File: config.mk
export PLATFORM = sky130hd
export DESIGN_NAME = sync_up_counter
export DESIGN_NICKNAME = d
export VERILOG_FILES = /design/src/rtl/sync_up_counter.sv
export SDC_FILE = /design/constraint.sdc
export NUM_CORES = 1
export LEC_CHECK = 0
export CAP_MARGIN = 25
export CORE_AREA = 2 2 39 41
export CTS_CLUSTER_DIAMETER = 100
export DETAILED_ROUTE_END_ITERATION = 16
export DIE_AREA = 0 0 41 43
export PLACE_DENSITY_LB_ADDON = 0.05
export REMOVE_ABC_BUFFERS = 1
export SLEW_MARGIN = 0
export SYNTH_ARGS = -nofsm -noshare
export SYNTH_HDL_FRONTEND = slang
export SYNTH_SLANG_ARGS = --single-unit
File: constraint.sdc
create_clock -name clk -period 3.4 [get_ports clk]
set_input_delay 0.68 -clock clk [delete_from_list [all_inputs] [get_ports clk]]
set_output_delay 0.68 -clock clk [all_outputs]
set_load 0.01 [all_outputs]
File: src/rtl/sync_up_counter.sv
// rtl/sync_up_counter.sv - synchronous modulo-MODULUS up counter with enable, clear, load, tc and sticky wrap
// Optional Gray-coded output zg is enabled by defining SYNC_UP_COUNTER_GRAY_OUT_EN.
module sync_up_counter #(
  parameter int WIDTH   = 4,
  parameter int MODULUS = 16
) (
  input  logic             clk,
  input  logic             rst,
  input  logic             en,
  input  logic             clr,
  input  logic             ld,
  input  logic [WIDTH-1:0] d,
  output logic [WIDTH-1:0] z,
  output logic             tc,
  output logic             wrap,
  input  logic             wrap_ack
`ifdef SYNC_UP_COUNTER_GRAY_OUT_EN
  ,
  output logic [WIDTH-1:0] zg
`endif
);

  generate
    if (WIDTH < 2 || WIDTH > 16) begin : g_bad_width
      $error("sync_up_counter: WIDTH must be in 2..16");
    end
    if (MODULUS < 2 || MODULUS > (1 << WIDTH)) begin : g_bad_modulus
      $error("sync_up_counter: MODULUS must be in 2..2**WIDTH");
    end
`ifdef SYNC_UP_COUNTER_GRAY_OUT_EN
    if ((MODULUS & (MODULUS - 1)) != 0) begin : g_bad_gray
      $error("sync_up_counter: Gray output needs a power-of-two MODULUS");
    end
`endif
  endgenerate

  localparam logic [WIDTH:0]   MOD_EXT = (WIDTH+1)'(MODULUS);
  localparam logic [WIDTH-1:0] LAST    = WIDTH'(MODULUS - 1);

  typedef enum logic {IDLE, RUN} state_t;

  state_t           state_q, state_d;
  logic [WIDTH-1:0] z_next;
  logic             wrap_next;
  logic [WIDTH:0]   inc;
  logic             at_last;

  // The increment keeps its carry so MODULUS == 2**WIDTH compares without truncation.
  assign inc     = {1'b0, z} + {{WIDTH{1'b0}}, 1'b1};
  assign at_last = (inc == MOD_EXT);

  always_comb begin
    z_next    = z;
    wrap_next = wrap;
    state_d   = state_q;
    tc        = at_last & en & ~clr & ~ld;

    if (clr) begin
      z_next = '0;
    end else if (ld) begin
      z_next = (d > LAST) ? LAST : d;
    end else if (en) begin
      z_next = at_last ? '0 : inc[WIDTH-1:0];
    end

    if (tc) begin
      wrap_next = 1'b1;
    end else if (wrap_ack) begin
      wrap_next = 1'b0;
    end

    if (state_q == IDLE && (en || ld)) begin
      state_d = RUN;
    end
  end

  always_ff @(posedge clk or negedge rst) begin
    if (!rst) begin
      state_q <= IDLE;
      z       <= '0;
      wrap    <= 1'b0;
    end else begin
      state_q <= state_d;
      z       <= z_next;
      wrap    <= wrap_next;
    end
  end

`ifdef SYNC_UP_COUNTER_GRAY_OUT_EN
  always_ff @(posedge clk or negedge rst) begin
    if (!rst) begin
      zg <= '0;
    end else begin
      zg <= z_next ^ (z_next >> 1);
    end
  end
`endif

  // The counter can only sit idle at zero; anything else means a missed transition.
  a_idle_zero : assert property (@(posedge clk) disable iff (!rst) (state_q == IDLE) |-> (z == '0));

endmodule

==> flow_metrics.env, run 1 <==
export IMPL_synth_top_area_frac=0.403
export IMPL_fin_crit_sh=0.856
export IMPL_drive_gt1_frac=0.152
export IMPL_async_flop_share=1.00
export IMPL_synth_ff_type="dfrtp_1"
export IMPL_min_from="wrap"
export IMPL_coreArea_sq_um=1380
export IMPL_cp_arrival_ns=2.23
export IMPL_die_y_um=43
export IMPL_seqCellArea_sq_um=125
export IMPL_synthXorXnorAreaFrac=0.0847
export IMPL_crit_fanout=7
export IMPL_leakagePower_nw=0.229
export IMPL_cap_violations=0
export IMPL_avgSynthCellArea_sq_um=11.1
export IMPL_post_cts_buffers=0
export IMPL_post_cts_resized=0
export IMPL_globalRoute_totalOverflow=0
export IMPL_hold_buffers=0
export IMPL_r2r_start="z[0]"
export IMPL_yosys_area_share_adder=0.0403
export IMPL_synth_warnings=0
export IMPL_setup_violations_final=0
export IMPL_initial_core_util=0.224
export IMPL_io_buffers=15
export IMPL_fin_ws_ns=0.489
export IMPL_area_growth_pct=59.7
export IMPL_place_congestion=0.739
export IMPL_finalSetupTns_ns=0
export IMPL_drtIter0Drc=0
export IMPL_outcome="completed"
export IMPL_powerDensity_nw_per_um2=351
export IMPL_drv_slew=0
export IMPL_synth_enable_flop_cells=0
export IMPL_startpoint="ld"
export IMPL_antenna_found_initial=0
export IMPL_synth_top_cell_by_area="dfrtp_1"
export IMPL_path_clk_slew_ns=0.05
export IMPL_viasPerCell=4.21
export IMPL_grt_pass1_vias=269
export IMPL_yosys_top_cells_count="dfrtp_1, inv_1"
export IMPL_final_area_sq_um=495
export IMPL_num_rows=14
export IMPL_yosys_cell_count_top_type="dfrtp_1"
export IMPL_synthTopCellsByArea="dfrtp_1, nor4_4, mux2i_1"
export IMPL_synthesis_area_sq_um=310
export IMPL_end_kind="primary output"
export IMPL_place_area_sq_um=469
export IMPL_yosys_area_share_simple=0.194
export IMPL_vias=261
export IMPL_finalCriticalPeriod_ns=2.91
export IMPL_fin_nets=58
export IMPL_max_slew_margin=0.814
export IMPL_clock_path_buffers=2
export IMPL_grt_max_degree=8
export IMPL_irDropWorstVdd_v=0.000284
export IMPL_diodes=0
export IMPL_place_ws_ns=0.472
export IMPL_synth_seq_cells=5
export IMPL_dp_hpwl_um=522
export IMPL_critPathRequiredTime_ns=2.72
export IMPL_grt_pass1_wl_mm=1.09
export IMPL_grtUsageTotal=0.0987
export IMPL_clk_latency_ns=0.24
export IMPL_root_buffer="clkbuf_4"
export IMPL_drc=0
export IMPL_hold_viol=0
export IMPL_ant_nets=0
export IMPL_fmax_mhz=343
export IMPL_numCtsBuffers=3
export IMPL_fillCellCount=152
export IMPL_htreeDepth=1
export IMPL_critPathLaunchType="input pin"
export IMPL_synth_cells=28
export IMPL_hold_path_class="register to register"
export IMPL_yosysSeqAreaShare=0.403
export IMPL_worst_slew_pin_slew_ns=0.278
export IMPL_cts_tree="yes"
export IMPL_wire_per_inst_um=10.1
export IMPL_muxShareOfSynthArea=0.101
export IMPL_dieArea_sq_um=1760
export IMPL_die_w_um=41
export IMPL_dr_pass1_iters=1
export IMPL_rsz0062_at_grt="no"
export IMPL_wl_um=624
export IMPL_cts_sinks=5
export IMPL_yosys_cell_types_count=17
export IMPL_synth_top_family_by_area="simple AND/OR/NAND/NOR gates"
export IMPL_multi_input_area_sq_um=163
export IMPL_crit_type="input pin to primary output"
export IMPL_ios=16
export IMPL_synth_compound_area_share=0.105
export IMPL_fin_skew_ns=0.00943
[power breakdown]
group	switching, mW	internal [mW]
combinational	0.0135	0.0234
clock	0.0241	0.0443
sequential	0.00505	0.0634
total	0.0426	0.131
[per-stage QoR]
stage,hold slack (ns),power [mW],instances,util
finish,0.478,0.174,62,0.358
global route,0.523,0.189,62,0.358
CTS,0.487,0.177,62,0.358
detailed placement,0.477,0.107,58,0.339
global placement,0.469,0.107,58,0.339
floorplan,0.384,0.0829,27,-
[final timing paths]
| check | to | slack, ns | depth (start not counted) |
|---|---|---|---|
| max | tc | 0.49 | 4 |
| min | wrap | 0.48 | 1 |
| max reg2reg | z[1] | 2.10 | 4 |
| min reg2reg | wrap | 0.48 | 1 |
| max in group asynchronous | z[0] | 2.56 | 1 |
| min in group asynchronous | wrap | 0.65 | 1 |
[logic make-up after synthesis]
group | count (synthesis)
AND/OR/NAND/NOR | 7
AO/OA/AOI/OAI | 5
flip-flops | 5
buffers and inverters | 4
XOR/XNOR | 3
multiplexers | 3
adder cells (fa/ha/maj) | 1
[sequential cells by signal (all words and copies together), names as in the netlist]
| signal | count |
|---|---|
| wrap | 1 |
| z | 4 |
[final cells by class]
type	count	share of cell area
flip-flops and latches	5	0.253
well taps	16	0.0404
inverters	3	0.0227
multi-input cells	19	0.328
clock buffers	4	0.0530
repair buffers	15	0.303
[critical path, cell delays in order]
cell,delay (ns)
clkdlybuf4s50_1,0.54
nand2b_4,0.21
nor4_4,0.22
clkdlybuf4s50_1,0.58
[per-layer routing]
metal,part of all wire,track usage,wire (um),vias up
met5,0,0,0,-
met4,0,0.0400,0,0
met3,0.12,0.0785,76,0
met2,0.50,0.150,311,14
met1,0.38,0.0942,236,118
li1,-,-,-,129
[cells in the final DEF, fill, tap and decap left out, drive strengths merged]
cell,Yosys,routed
xnor2,2,2
a21o,1,1
clkdlybuf4s50,0,15
nor2,2,2
nand2,1,1
nor4,1,1
o21a,2,2
mux2,1,1
nand4,1,1
ha,1,1
nand3,1,1
nand2b,1,1
inv,3,3
mux2i,2,2
a21oi,2,2
clkbuf,0,4
dfrtp,5,5
xor2,1,1
Power figures use the tool's default switching activity.
==> run 2, diff against run 1 <==
Settings changed: PLACE_DENSITY_LB_ADDON 0.05 to 0.08.
==> flow_metrics.env, run 2 (synthesis results as in run 1) <==
export IMPL_globalRoute_totalOverflow=0
export IMPL_fin_nets=58
export IMPL_die_w_um=41
export IMPL_diodes=0
export IMPL_grtUsageTotal=0.0889
export IMPL_max_slew_margin=0.805
export IMPL_final_cell_mix="clkdlybuf4s50_1, dfrtp_1, inv_1, clkbuf_4"
export IMPL_setup_violations_final=0
export IMPL_largest_reg_flops=4
export IMPL_root_buffer="clkbuf_4"
export IMPL_wire_per_inst_um=10.2
export IMPL_dieArea_sq_um=1760
export IMPL_drive_gt1_frac=0.152
export IMPL_grt_pass1_vias=244
export IMPL_path_clk_slew_ns=0.05
export IMPL_antenna_found_initial=0
export IMPL_reg2reg_slack_ns=2.12
export IMPL_drc=0
export IMPL_drtIter0Drc=1
export IMPL_die_y_um=43
export IMPL_total_power_mw=0.174
export IMPL_hold_buffers=0
export IMPL_finalSetupTns_ns=0
export IMPL_cpPeakStageDelay_ns=0.57
export IMPL_fmax_mhz=342
export IMPL_end_kind="primary output"
export IMPL_cts_sinks=5
export IMPL_largest_register="z"
export IMPL_final_area_sq_um=495
export IMPL_clk_latency_ns=0.24
export IMPL_seqCellArea_sq_um=125
export IMPL_area_growth_pct=59.7
export IMPL_vias=267
export IMPL_htreeDepth=1
export IMPL_drv_slew=0
export IMPL_rsz0062_at_grt="no"
export IMPL_num_rows=14
export IMPL_largestRegisters="z x4, wrap x1"
export IMPL_grt_pass1_wl_mm=1.01
export IMPL_post_cts_resized=0
export IMPL_outcome="completed"
export IMPL_whs_path_depth=1
export IMPL_crit_slowest_cell="clkdlybuf4s50_1"
export IMPL_cpMostUsedCell="clkdlybuf4s50_1"
export IMPL_crit_fanout=7
export IMPL_worst_slew_pin_slew_ns=0.292
export IMPL_wl_um=634
export IMPL_powerDensity_nw_per_um2=352
export IMPL_leakagePower_nw=0.229
export IMPL_path_cells="clkdlybuf4s50_1 > nand2b_4 > nor4_4 > clkdlybuf4s50_1"
export IMPL_cap_violations=0
export IMPL_fin_skew_ns=0.00432
export IMPL_place_area_sq_um=469
export IMPL_ant_nets=0
export IMPL_finalCriticalPeriod_ns=2.93
export IMPL_critPathLaunchType="input pin"
export IMPL_fin_crit_sh=0.861
export IMPL_post_cts_buffers=0
export IMPL_hold_path_class="register to register"
export IMPL_cp_arrival_ns=2.25
export IMPL_clock_path_buffers=2
export IMPL_numCtsBuffers=3
export IMPL_dp_hpwl_um=517
export IMPL_grt_max_degree=8
export IMPL_place_congestion=0.622
export IMPL_initial_core_util=0.224
export IMPL_worst_r2r_cell_count=4
export IMPL_final_cell_count_no_fill=62
export IMPL_irDropWorstVdd_v=0.000192
export IMPL_viasPerCell=4.31
export IMPL_placed_cells=58
export IMPL_dr_pass1_iters=2
export IMPL_critPathRequiredTime_ns=2.72
export IMPL_ios=16
export IMPL_hold_viol=0
export IMPL_cts_tree="yes"
export IMPL_final_common_cell="clkdlybuf4s50_1"
export IMPL_coreArea_sq_um=1380
export IMPL_io_buffers=15
export IMPL_crit_type="input pin to primary output"
export IMPL_fillCellCount=144
export IMPL_multi_input_area_sq_um=163
==> run 2: stage by stage <==
step | util | setup WS, ns | hold WS [ns]
after detailed placement | 0.339 | 0.459 | 0.475
after global routing | 0.358 | 0.358 | 0.504
after floorplan | - | 1.64 | 0.384
after CTS | 0.358 | 0.452 | 0.486
final | 0.358 | 0.473 | 0.478
after global placement | 0.339 | 0.488 | 0.465
==> run 2: cell type report <==
type | count | area share
clock buffers | 4 | 0.0530
inverters | 3 | 0.0227
multi-input cells | 19 | 0.328
flip-flops and latches | 5 | 0.253
well taps | 16 | 0.0404
repair buffers | 15 | 0.303
==> run 2: path summary, 6_finish.rpt <==
check,startpoint,to
worst max-delay path,ld,tc
worst min register to register,wrap,wrap
worst max register to register,z[0],z[1]
worst min-delay path,wrap,wrap
min in group asynchronous,rst,z[2]
max in group asynchronous,rst,z[1]
==> run 2: critical path: cells and delay by family <==
| family | cells | cell delay [ns] |
|---|---|---|
| AND/OR/NAND/NOR | 2 | 0.44 |
| buffers and inverters | 2 | 1.12 |
==> run 2: power breakdown <==
part           leakage, nW  switching, mW  internal [mW]
Clock               0.0150         0.0249         0.0444
Sequential          0.0660        0.00483         0.0634
Combinational        0.148         0.0136         0.0234
Total                0.229         0.0433          0.131
==> run 2: metal layers <==
metal	up-vias	global-route usage	wire, um
li1	131	-	-
met1	121	0.102	259
met2	15	0.122	290
met3	0	0.0785	85
met4	0	0.0200	0
met5	-	0	0
==> run 3, diff against run 2 <==
Settings changed: DONT_BUFFER_PORTS from default to 1, GPL_TIMING_DRIVEN from default to 0.
==> flow_metrics.env, run 3 (synthesis results as in run 1) <==
export IMPL_numCtsBuffers=3
export IMPL_dp_hpwl_um=496
export IMPL_worst_r2r_cell_count=4
export IMPL_die_w_um=41
export IMPL_post_cts_resized=0
export IMPL_fin_ws_ns=1.39
export IMPL_finalCriticalPeriod_ns=2.01
export IMPL_path_clk_slew_ns=0.05
export IMPL_dieArea_sq_um=1760
export IMPL_io_buffers=0
export IMPL_fin_util=0.250
export IMPL_multi_input_area_sq_um=163
export IMPL_total_power_mw=0.153
export IMPL_num_rows=14
export IMPL_outcome="completed"
export IMPL_r2r_start="z[0]"
export IMPL_critPathRequiredTime_ns=2.72
export IMPL_cts_sinks=5
export IMPL_largest_reg_flops=4
export IMPL_drc=0
export IMPL_area_growth_pct=11.3
export IMPL_coreArea_sq_um=1380
export IMPL_grt_pass1_vias=217
export IMPL_hold_viol=0
export IMPL_fmax_mhz=497
export IMPL_end_kind="primary output"
export IMPL_clk_latency_ns=0.24
export IMPL_cts_tree="yes"
export IMPL_globalRoute_totalOverflow=0
export IMPL_hold_buffers=0
export IMPL_largest_register="z"
export IMPL_place_congestion=0.614
export IMPL_htreeDepth=1
export IMPL_fillCellCount=158
export IMPL_fin_crit_sh=0.591
export IMPL_ant_nets=0
export IMPL_crit_fanout=5
export IMPL_wire_per_inst_um=13.3
export IMPL_diodes=0
export IMPL_critPathLaunchType="register"
export IMPL_path_cells="ha_1 > nand2_2 > nor4_4"
export IMPL_dr_pass1_iters=1
export IMPL_root_buffer="clkbuf_4"
export IMPL_irDropWorstVdd_v=0.000140
export IMPL_largestRegisters="z x4, wrap x1"
export IMPL_grtUsageTotal=0.0924
export IMPL_hold_path_class="input pin to asynchronous set/reset pin"
export IMPL_critPathCapture="tc"
export IMPL_drtIter0Drc=0
export IMPL_fin_hold_ws_ns=0.133
export IMPL_setup_violations_final=0
export IMPL_grt_max_degree=8
export IMPL_crit_type="register to primary output"
export IMPL_fin_nets=43
export IMPL_finalSetupTns_ns=0
export IMPL_cpPeakStageDelay_ns=0.46
export IMPL_reg2reg_slack_ns=2.07
export IMPL_seqCellArea_sq_um=125
export IMPL_vias=209
export IMPL_startpoint="z[1]"
export IMPL_leakagePower_nw=0.172
export IMPL_ios=16
export IMPL_final_common_cell="dfrtp_1"
export IMPL_place_ws_ns=1.60
export IMPL_drv_slew=0
export IMPL_grt_pass1_wl_um=993
export IMPL_initial_core_util=0.224
export IMPL_viasPerCell=4.45
export IMPL_wl_um=623
export IMPL_max_slew_margin=0.787
export IMPL_r2r_end="z[1]"
export IMPL_clock_path_buffers=2
export IMPL_cp_top_family="flip-flops"
export IMPL_rsz0062_at_grt="no"
export IMPL_cp_num_cells=3
export IMPL_worst_slew_pin_slew_ns=0.317
export IMPL_crit_buf_inv=0
export IMPL_final_cell_mix="dfrtp_1, inv_1, clkbuf_4"
export IMPL_drive_gt1_frac=0.226
export IMPL_cap_violations=0
export IMPL_antenna_found_initial=0
export IMPL_powerDensity_nw_per_um2=444
export IMPL_post_cts_buffers=0
export IMPL_crit_slowest_cell="dfrtp_1"
export IMPL_cp_arrival_ns=1.33
export IMPL_die_y_um=43
export IMPL_fin_skew_ns=0.00354
[run 3: cell count changes in the layout (fill, tap and decap cells not counted)]
cell             delta
clkdlybuf4s50_1    -15
[run 3: layout make-up]
class / count / area share
flip-flops and latches: 5 / 0.362
well taps: 16 / 0.0580
inverters: 3 / 0.0326
multi-input cells: 19 / 0.471
clock buffers: 4 / 0.0761
[run 3: through the flow]
stage	cells	area, sq um
2_1_floorplan	27	299
3_3_place_gp	43	319
3_5_place_dp	43	319
4_1_cts	47	345
5_1_grt	47	345
6_report	47	345
[run 3: metal layers]
layer | vias up | share of wire | GRT usage
li1 | 101 | - | -
met2 | 14 | 0.46 | 0.119
met5 | - | 0 | 0
met1 | 94 | 0.42 | 0.0997
met3 | 0 | 0.11 | 0.0890
met4 | 0 | 0 | 0.0400
[run 3: worst min-delay path by stage]
stage / start / end / slack (ns) / depth (start not counted)
after floorplan: rst / wrap / 0.38 / 0
after global placement: rst / z[2] / 0.38 / 0
after detailed placement: rst / z[2] / 0.38 / 0
after CTS: rst / z[2] / 0.12 / 0
after global routing: rst / z[2] / 0.10 / 0
final: rst / z[2] / 0.13 / 0
[run 3: power by group]
group	leakage [nW]	switching (mW)	internal, mW
clock network	0.0150	0.0242	0.0444
registers	0.0660	0.00733	0.0633
logic	0.0913	0.00526	0.00877
total	0.172	0.0368	0.116
